--- config.mk ---
export PLATFORM = sky130hd
export DESIGN_NAME = syncfifo
export DESIGN_NICKNAME = d
export VERILOG_FILES = /design/src/rtl/syncfifo.sv
export SDC_FILE = /design/constraint.sdc
export NUM_CORES = 1
export LEC_CHECK = 0
export CORE_ASPECT_RATIO = 1.75
export CORE_UTILIZATION = 47
export CTS_BUF_LIST = sky130_fd_sc_hd__clkbuf_4 sky130_fd_sc_hd__clkbuf_8
export DETAILED_ROUTE_END_ITERATION = 8
export DONT_BUFFER_PORTS = 1
export GPL_ROUTABILITY_DRIVEN = 0
export MAX_ROUTING_LAYER = met4
export PLACE_DENSITY_LB_ADDON = 0.1
export SLEW_MARGIN = 10
export SYNTH_ARGS = -nofsm -noshare
export SYNTH_HDL_FRONTEND = slang
export SYNTH_SLANG_ARGS = --single-unit
--- constraint.sdc ---
create_clock -name clk -period 3.1 [get_ports clk]
set_input_delay 0.465 -clock clk [delete_from_list [all_inputs] [get_ports clk]]
set_output_delay 0.465 -clock clk [all_outputs]
set_load 0.03 [all_outputs]
--- src/rtl/syncfifo.sv ---
// syncfifo: single-clock parametrised FIFO with occupancy count, programmable
// almost-full / almost-empty thresholds, optional first-word-fall-through
// output and sticky overflow / underflow error flags.
//
// Parameters
//   WIDTH     data width in bits (>= 1)
//   DEPTH     number of entries, power of two, >= 2
//   AF_LEVEL  almost_full  asserts when count >= AF_LEVEL
//   AE_LEVEL  almost_empty asserts when count <= AE_LEVEL
//   FWFT      0 = registered read, 1 = first-word-fall-through
//
// Ports
//   clk           rising-edge clock
//   reset         asynchronous, active-low reset
//   write_en      write request
//   read_en       read request
//   err_clr       clears overflow / underflow (an error in the same cycle wins)
//   data_in       write data
//   out           read data (FWFT=1: head word, valid while empty=0)
//   full, empty, almost_full, almost_empty   decoded from the registered count
//   count         current occupancy, 0..DEPTH
//   overflow      sticky: a write was rejected
//   underflow     sticky: a read was rejected
module syncfifo #(
    parameter int WIDTH    = 8,
    parameter int DEPTH    = 16,
    parameter int AF_LEVEL = DEPTH - 2,
    parameter int AE_LEVEL = 2,
    parameter int FWFT     = 0,
    localparam int AW      = $clog2(DEPTH),
    localparam int CW      = AW + 1
) (
    input  logic             clk,
    input  logic             reset,
    input  logic             write_en,
    input  logic             read_en,
    input  logic             err_clr,
    input  logic [WIDTH-1:0] data_in,
    output logic [WIDTH-1:0] out,
    output logic             full,
    output logic             empty,
    output logic             almost_full,
    output logic             almost_empty,
    output logic [CW-1:0]    count,
    output logic             overflow,
    output logic             underflow
);

    logic [WIDTH-1:0] mem_q [DEPTH];
    logic [AW-1:0]    wr_ptr_q;
    logic [AW-1:0]    rd_ptr_q;
    logic [CW-1:0]    count_q;
    logic [CW-1:0]    count_d;
    logic             overflow_q;
    logic             overflow_d;
    logic             underflow_q;
    logic             underflow_d;
    logic             rd_ok;
    logic             wr_ok;

    // A write into a full FIFO is still accepted when a read frees a slot
    // in the same cycle.
    assign rd_ok = read_en && !empty;
    assign wr_ok = write_en && (!full || rd_ok);

    always_comb begin
        count_d = count_q;
        if (wr_ok && !rd_ok) begin
            count_d = count_q + 1'b1;
        end else if (rd_ok && !wr_ok) begin
            count_d = count_q - 1'b1;
        end
    end

    // Setting has priority over clearing so no error event is ever lost.
    always_comb begin
        overflow_d  = overflow_q;
        underflow_d = underflow_q;
        if (err_clr) begin
            overflow_d  = 1'b0;
            underflow_d = 1'b0;
        end
        if (write_en && !wr_ok) begin
            overflow_d = 1'b1;
        end
        if (read_en && !rd_ok) begin
            underflow_d = 1'b1;
        end
    end

    // Storage is deliberately left out of reset so it maps onto RAM.
    always_ff @(posedge clk) begin
        if (wr_ok) begin
            mem_q[wr_ptr_q] <= data_in;
        end
    end

    always_ff @(posedge clk or negedge reset) begin
        if (!reset) begin
            wr_ptr_q    <= '0;
            rd_ptr_q    <= '0;
            count_q     <= '0;
            overflow_q  <= 1'b0;
            underflow_q <= 1'b0;
        end else begin
            if (wr_ok) begin
                wr_ptr_q <= wr_ptr_q + 1'b1;
            end
            if (rd_ok) begin
                rd_ptr_q <= rd_ptr_q + 1'b1;
            end
            count_q     <= count_d;
            overflow_q  <= overflow_d;
            underflow_q <= underflow_d;
        end
    end

    generate
        if (FWFT != 0) begin : g_fwft
            // Head word is shown directly; meaningless while empty.
            assign out = mem_q[rd_ptr_q];
        end else begin : g_reg
            logic [WIDTH-1:0] out_q;
            always_ff @(posedge clk or negedge reset) begin
                if (!reset) begin
                    out_q <= '0;
                end else if (rd_ok) begin
                    out_q <= mem_q[rd_ptr_q];
                end
            end
            assign out = out_q;
        end
    endgenerate

    assign count        = count_q;
    assign full         = (count_q == CW'(DEPTH));
    assign empty        = (count_q == '0);
    assign almost_full  = (count_q >= CW'(AF_LEVEL));
    assign almost_empty = (count_q <= CW'(AE_LEVEL));
    assign overflow     = overflow_q;
    assign underflow    = underflow_q;

endmodule

; ---- Word level (Yosys, flattened, before mapping)
; Memory sizes are Yosys's and may differ from the RTL's. A register that Yosys moved wholly into a read port is not among the register bits.
; Index checks and enable logic that the tools add are counted.
[classes]
reduce_logical = 16
n_addsub = 4
eq_ne = 1
mux = 7
n_lt_le_gt_ge = 2
[op_table]
columns = operator, count
row1 = 5-bit 2-to-1 mux, 2
row2 = 4-bit by 1-bit adder with 4-bit output (second input constant), 2
row3 = 1-bit logical AND, 6
row4 = 2-bit nonzero test, 3
row5 = 5-bit by 1-bit adder with 5-bit output (second input constant), 1
row6 = 5-bit == test (second input constant), 1
row7 = 5-bit by 4-bit >= comparator with 1-bit output (second input constant), 1
row8 = 5-bit by 2-bit <= comparator with 1-bit output (second input constant), 1
row9 = 1-bit logical NOT, 5
row10 = 5-bit logical NOT, 1
row11 = 1-bit 2-to-1 mux, 5
row12 = 5-bit by 1-bit subtractor with 5-bit output (second input constant), 1
row13 = 1-bit logical OR, 1
[totals]
reg_bits = 15
input_bits = 13
memories = 1
elab_cells = 36
mem_bits_rw = 128
[memory_table]
columns = memory, depth, word_bits, rd, rd_ports_with_merged_regs, wr, line_no
row1 = mem_q, 16, 8, 1, 1, 1, 49  ; logic [WIDTH-1:0] mem_q [DEPTH];

; ---- Longest topological paths before layout
[logic_depth]
depth_word = 9
mapped_depth = 13

; ---- Least setup slack after synthesis
; Ideal clock, no wire load.
[synth_path]
kind = reg2reg
from = register count_q[4], in the netlist count[4]
to = register count_q[4], in the netlist count[4]
stages_incl_launch_ff = 14
setup_ns = 0.135
path_buffers = 2
path_slack_ns = 0.108
arrival_time_ns = 2.857
path_cell_list = dfrtp_1 -> or3_4 -> nor3_4 -> nor2b_1 -> buf_6 -> clkinv_4 -> buf_6 -> ha_1 -> inv_1 -> ha_1 -> a21o_1 -> a21oi_1 -> mux2i_1 -> xnor2_1
[synth_via]
elab_chain_cells = 8
word_cells_on_any_way = 16
cone_classes = add/sub (2) / eq/ne (1) / mux (2) / reduce/logical (11)
[synth_rtl]
columns = element, line_no
row1 = from (decl), 52  ; logic [CW-1:0] count_q;
row2 = from (signal assigned), 112  ; count_q <= count_d;
row3 = 5-bit logical NOT *, 137  ; assign empty = (count_q == '0);
row4 = named net empty, 41  ; output logic empty,
row5 = 1-bit logical NOT *, 63  ; assign rd_ok = read_en && !empty;
row6 = 1-bit logical AND *, 63
row7 = 1-bit logical OR, 64  ; assign wr_ok = write_en && (!full || rd_ok);
row8 = 1-bit logical AND, 64
row9 = 1-bit logical NOT, 70  ; end else if (rd_ok && !wr_ok) begin
row10 = 1-bit logical AND, 70
row11 = 2-bit nonzero test (no line), n/a
; Mark *: on every way through the listed nets, which the timed path passes. The rest lies on a longest branch. The select of a mux whose other input is x is not followed.
; A chain may end at the register's enable or synchronous reset.

; ---- Worst setup path in the final report
[layout_path]
from = register count_q[1], in the netlist count[1]
to = register count_q[4], in the netlist count[4]
[layout_via]
elab_chain_cells = 8
word_cells_on_any_way = 16
cone_classes = add/sub (2) / eq/ne (1) / mux (2) / reduce/logical (11)
[layout_rtl]
columns = element, line_no
row1 = 5-bit logical NOT, 137
row2 = 1-bit logical NOT, 63
row3 = 1-bit logical AND, 63
row4 = 1-bit logical OR *, 64
row5 = 1-bit logical AND *, 64
row6 = named net wr_ok, 59  ; logic wr_ok;
row7 = 1-bit logical NOT, 70
row8 = 1-bit logical AND, 70
row9 = 2-bit nonzero test (no line), n/a
; Marks and branches as above.

==> implementation parameters <==
Parameter                              Value

Floorplan
  Core region area ... 12570 sq um
  Die span in x ... 88.38 um
  Initial core utilization ... 48.84%
  Number of core rows ... 54
  Die H ... 153.2 um
  Boundary pin count ... 32
  DIE AREA ... 13540 sq um

Worst setup path
  Category of the most critical setup path ... flip-flop to flip-flop
  Worst path cell trace ... buf_4 -> nor4_1 -> nand2_1 -> o21ai_2 -> inv_2 -> ha_1 -> inv_1 -> ha_1 -> a21o_1 -> a21oi_1 -> mux2i_1 -> xnor2_1
  Most frequent cell on the critical path ... ha_1
  CP max FO ... 7
  Delay of the slowest cell on the worst path ... 410 ps
  Buf/Inv on CP ... 3
  Crit Reg-Reg Startpoint ... count[1]
  Critical Path End Type ... flip-flop
  Startpoint kind of the worst setup timing path ... flip-flop
  Crit-path leading delay family ... compound AO/OA/AOI/OAI gates
  Arrival time worst endpoint ... 3180 ps
  Crit path from ... count[1]
  Library cell contributing the largest single delay on the critical path ... dfrtp_1
  R2R depth ... 12
  Req. time, crit path ... 3460 ps
  Number of logic stages on the critical path including buffering ... 12
  R2R Path End ... count[4]
  Slack of the worst reg-to-reg path ... 280 ps
  Termination of the worst setup path ... count[4]

Drt
  Total iterations of the first detailed-routing run ... 4
  Via/cell ratio ... 5.652
  Final routed wire length divided by cell count ... 23.66 um
  1st-iter DRT viols ... 257
  Sum of routed wire length over all layers ... 12160 um
  Detail Route Antenna Nets ... 0
  Post-detailed-route DRC marker count ... 0
  Vias post-DR ... 2905

Logic synthesis
  Post-Synthesis Mean Instance Area ... 19.36 sq um
  Count of state elements after synthesis ... 151
  Top post-synthesis cells by area ... edfxtp_1 (63%), mux4_2 (12%), dfrtp_1 (9.4%)
  Post-synthesis sequential area ratio ... 72.01%
  Post-synth cell types ... 38
  Yosys warning count ... 0
  Share of synthesized registers carrying an async set or reset ... 15.23%
  Summed instance area of the synthesized netlist ... 6137 sq um
  Number of instances in the synthesized netlist ... 317
  Primary flip-flop cell chosen by synthesis mapping ... edfxtp_1
  Top cell type's share of synthesized area ... 62.63%
  EDFF count, synth ... 128
  Largest area contributor in the synthesized netlist ... edfxtp_1
  Number of nets in the synthesized netlist ... 341

STA
  Relative max-transition margin ... 58.16%
  Clock Skew ... 9.951 ps
  Min Clock Period, post-route ... 2820 ps
  Unrepaired setup endpoints after global routing ... false
  Final Hold Viols ... 0
  Accumulated negative setup slack ... 0 ps
  Setup violation total in the final timing report ... 0
  Final Slew Violations ... 0
  Share of the cycle needed by the critical path after routing ... 90.98%
  Achievable frequency ... 0.3546 GHz
  Slew at the pin closest to its max-slew limit ... 629.5 ps

Clock tree
  H-tree lvl count ... 4
  CTS clk-pin slew, worst paths ... 80 ps
  CTS tree ... done
  CTS Buf Count ... 17
  Clock root cell ... clkbuf_8
  CTS Buffer Depth ... 2
  Source-to-sink clock delay at the later pin of the worst-skew pair ... 440 ps
  # Post-CTS Setup Buffers ... 0
  TritonCTS sink count ... 151

Placement
  IO Port Bufs ... 0
  Number of placed cells counting well taps ... 480
  Dpl hpwl ... 7936 um

Cells and area
  Most frequent cells in the layout ... edfxtp_1 (128), mux4_2 (32), dfrtp_1 (23), nand2_1 (19), clkbuf_8 (17)
  Layout cell share with drive strength beyond 1 ... 23.99%
  Final layout net count ... 357
  Diode insertion count for antenna repair ... 0
  Area Overhead vs Synth ... 10.40%
  Leading cell type in the layout, fill and taps excluded ... edfxtp_1
  Final cell count without fillers ... 514

Global routing
  Leftover overflow at the end of global routing ... 0
  Total global-route track usage ... 20.63%
  Global-route wire length before repair ... 18810 um
  Maximum number of pins on one net before global-route repair ... 35
  Number of antenna violations at the first check in global routing ... 0
  Number of global-route vias before repair ... 3133

Run status
  Result of the run ... completed

Flow run
  Maximum capacitance violations ... 0

Power
  Reported leakage power ... 2.323 nW
  Worst IR Drop VDD ... 0.5464 mV
  Total power density per cell area ... 927.1 nW/um^2

Worst hold path
  Worst Hold Class ... input port to flip-flop
[Yosys cell counts, types with 2 or more instances]
| cell type | instances |
|---|---|
| o221ai_1 | 7 |
| mux4_2 | 32 |
| and2_1 | 16 |
| nand4_1 | 2 |
| a21oi_1 | 3 |
| edfxtp_1 | 128 |
| nand2_1 | 19 |
| mux2i_1 | 16 |
| ha_1 | 10 |
| buf_4 | 6 |
| o21ai_0 | 4 |
| nor2_1 | 4 |
| dfrtp_1 | 23 |
| buf_2 | 4 |
| nor3b_1 | 2 |
| a22o_1 | 2 |
| inv_1 | 8 |
| nor2b_1 | 2 |
| buf_6 | 2 |
| xnor2_1 | 9 |
[sequential cells by signal (all words and copies together) (netlist names)]
register	cells
out	8
count	5
underflow	1
wr_ptr_q	4
mem_q	128
rd_ptr_q	4
overflow	1
[metrics by stage]
stage	power [W]	utilization, %	hold slack (ps)	setup slack [ps]	instance area, sq um
floorplan	0.004303	-	169.4	107.6	6137
global placement	0.004792	50.41	170.8	282.5	6335
detailed placement	0.004816	50.41	170.6	143.4	6335
CTS	0.006360	53.89	94.11	113.1	6773
global route	0.006604	53.91	81.17	76.08	6775
finish	0.006282	53.91	117.7	279.6	6775
[power breakdown]
group	internal, W	total (W)	switching, W	leakage [nW]
logic	0.000868	0.00195	0.00108	0.678
clock network	0.000823	0.00153	0.000711	0.209
registers	0.00252	0.00280	0.000279	1.44
total	0.00421	0.00628	0.00207	2.32
[cell families after synthesis]
group	after synthesis	share of synthesized area, %
xor+xnor	10	1.427
simple gates	52	4.689
mux	48	14.35
flops	151	72.01
fa+ha+maj	11	2.365
compound gates	21	2.752
buf+inv	24	2.406
[worst min-delay path by stage]
stage / start / endpoint / slack [ps] / depth (start not counted)
3_3_place_gp: reset / out[0] / 170 / 0
5_1_grt: data_in[4] / mem_q[8][4] / 80 / 0
6_report: data_in[0] / mem_q[13][0] / 120 / 0
3_5_place_dp: reset / count[3] / 170 / 0
4_1_cts: data_in[0] / mem_q[13][0] / 90 / 0
2_1_floorplan: reset / count[0] / 170 / 0
[area by class of cell]
class / count / area (sq um)
inverters: 10 / 42.54
fillers: 1053 / 5792
clock buffers: 20 / 256.5
repair buffers: 11 / 122.6
well taps: 168 / 210.2
clock inverters: 12 / 151.4
multi-input cells: 142 / 1573
flip-flops and latches: 151 / 4419
[repair_timing]
action,4_1_cts,5_1_grt
endpoints found under the hold margin,23,0
hold buffers,2,0
setup endpoints to repair,0,1
gates resized for setup,0,1
[per-layer routing]
layer	up-vias	global-route usage (%)	wire, um
met5	-	-	0
met1	1526	25.07	4765
li1	1286	-	-
met2	79	33.66	6695
met3	14	4.752	497
met4	0	6.836	204
[worst reg2reg max path, cell delays in order (launching register included)]
cell and delay (ps):
dfrtp_1 410, buf_4 200, nor4_1 280, nand2_1 140
o21ai_2 240, inv_2 120, ha_1 240, inv_1 150
ha_1 270, a21o_1 150, a21oi_1 170, mux2i_1 240
xnor2_1 140
No activity file was read; power rests on OpenSTA's default activity.
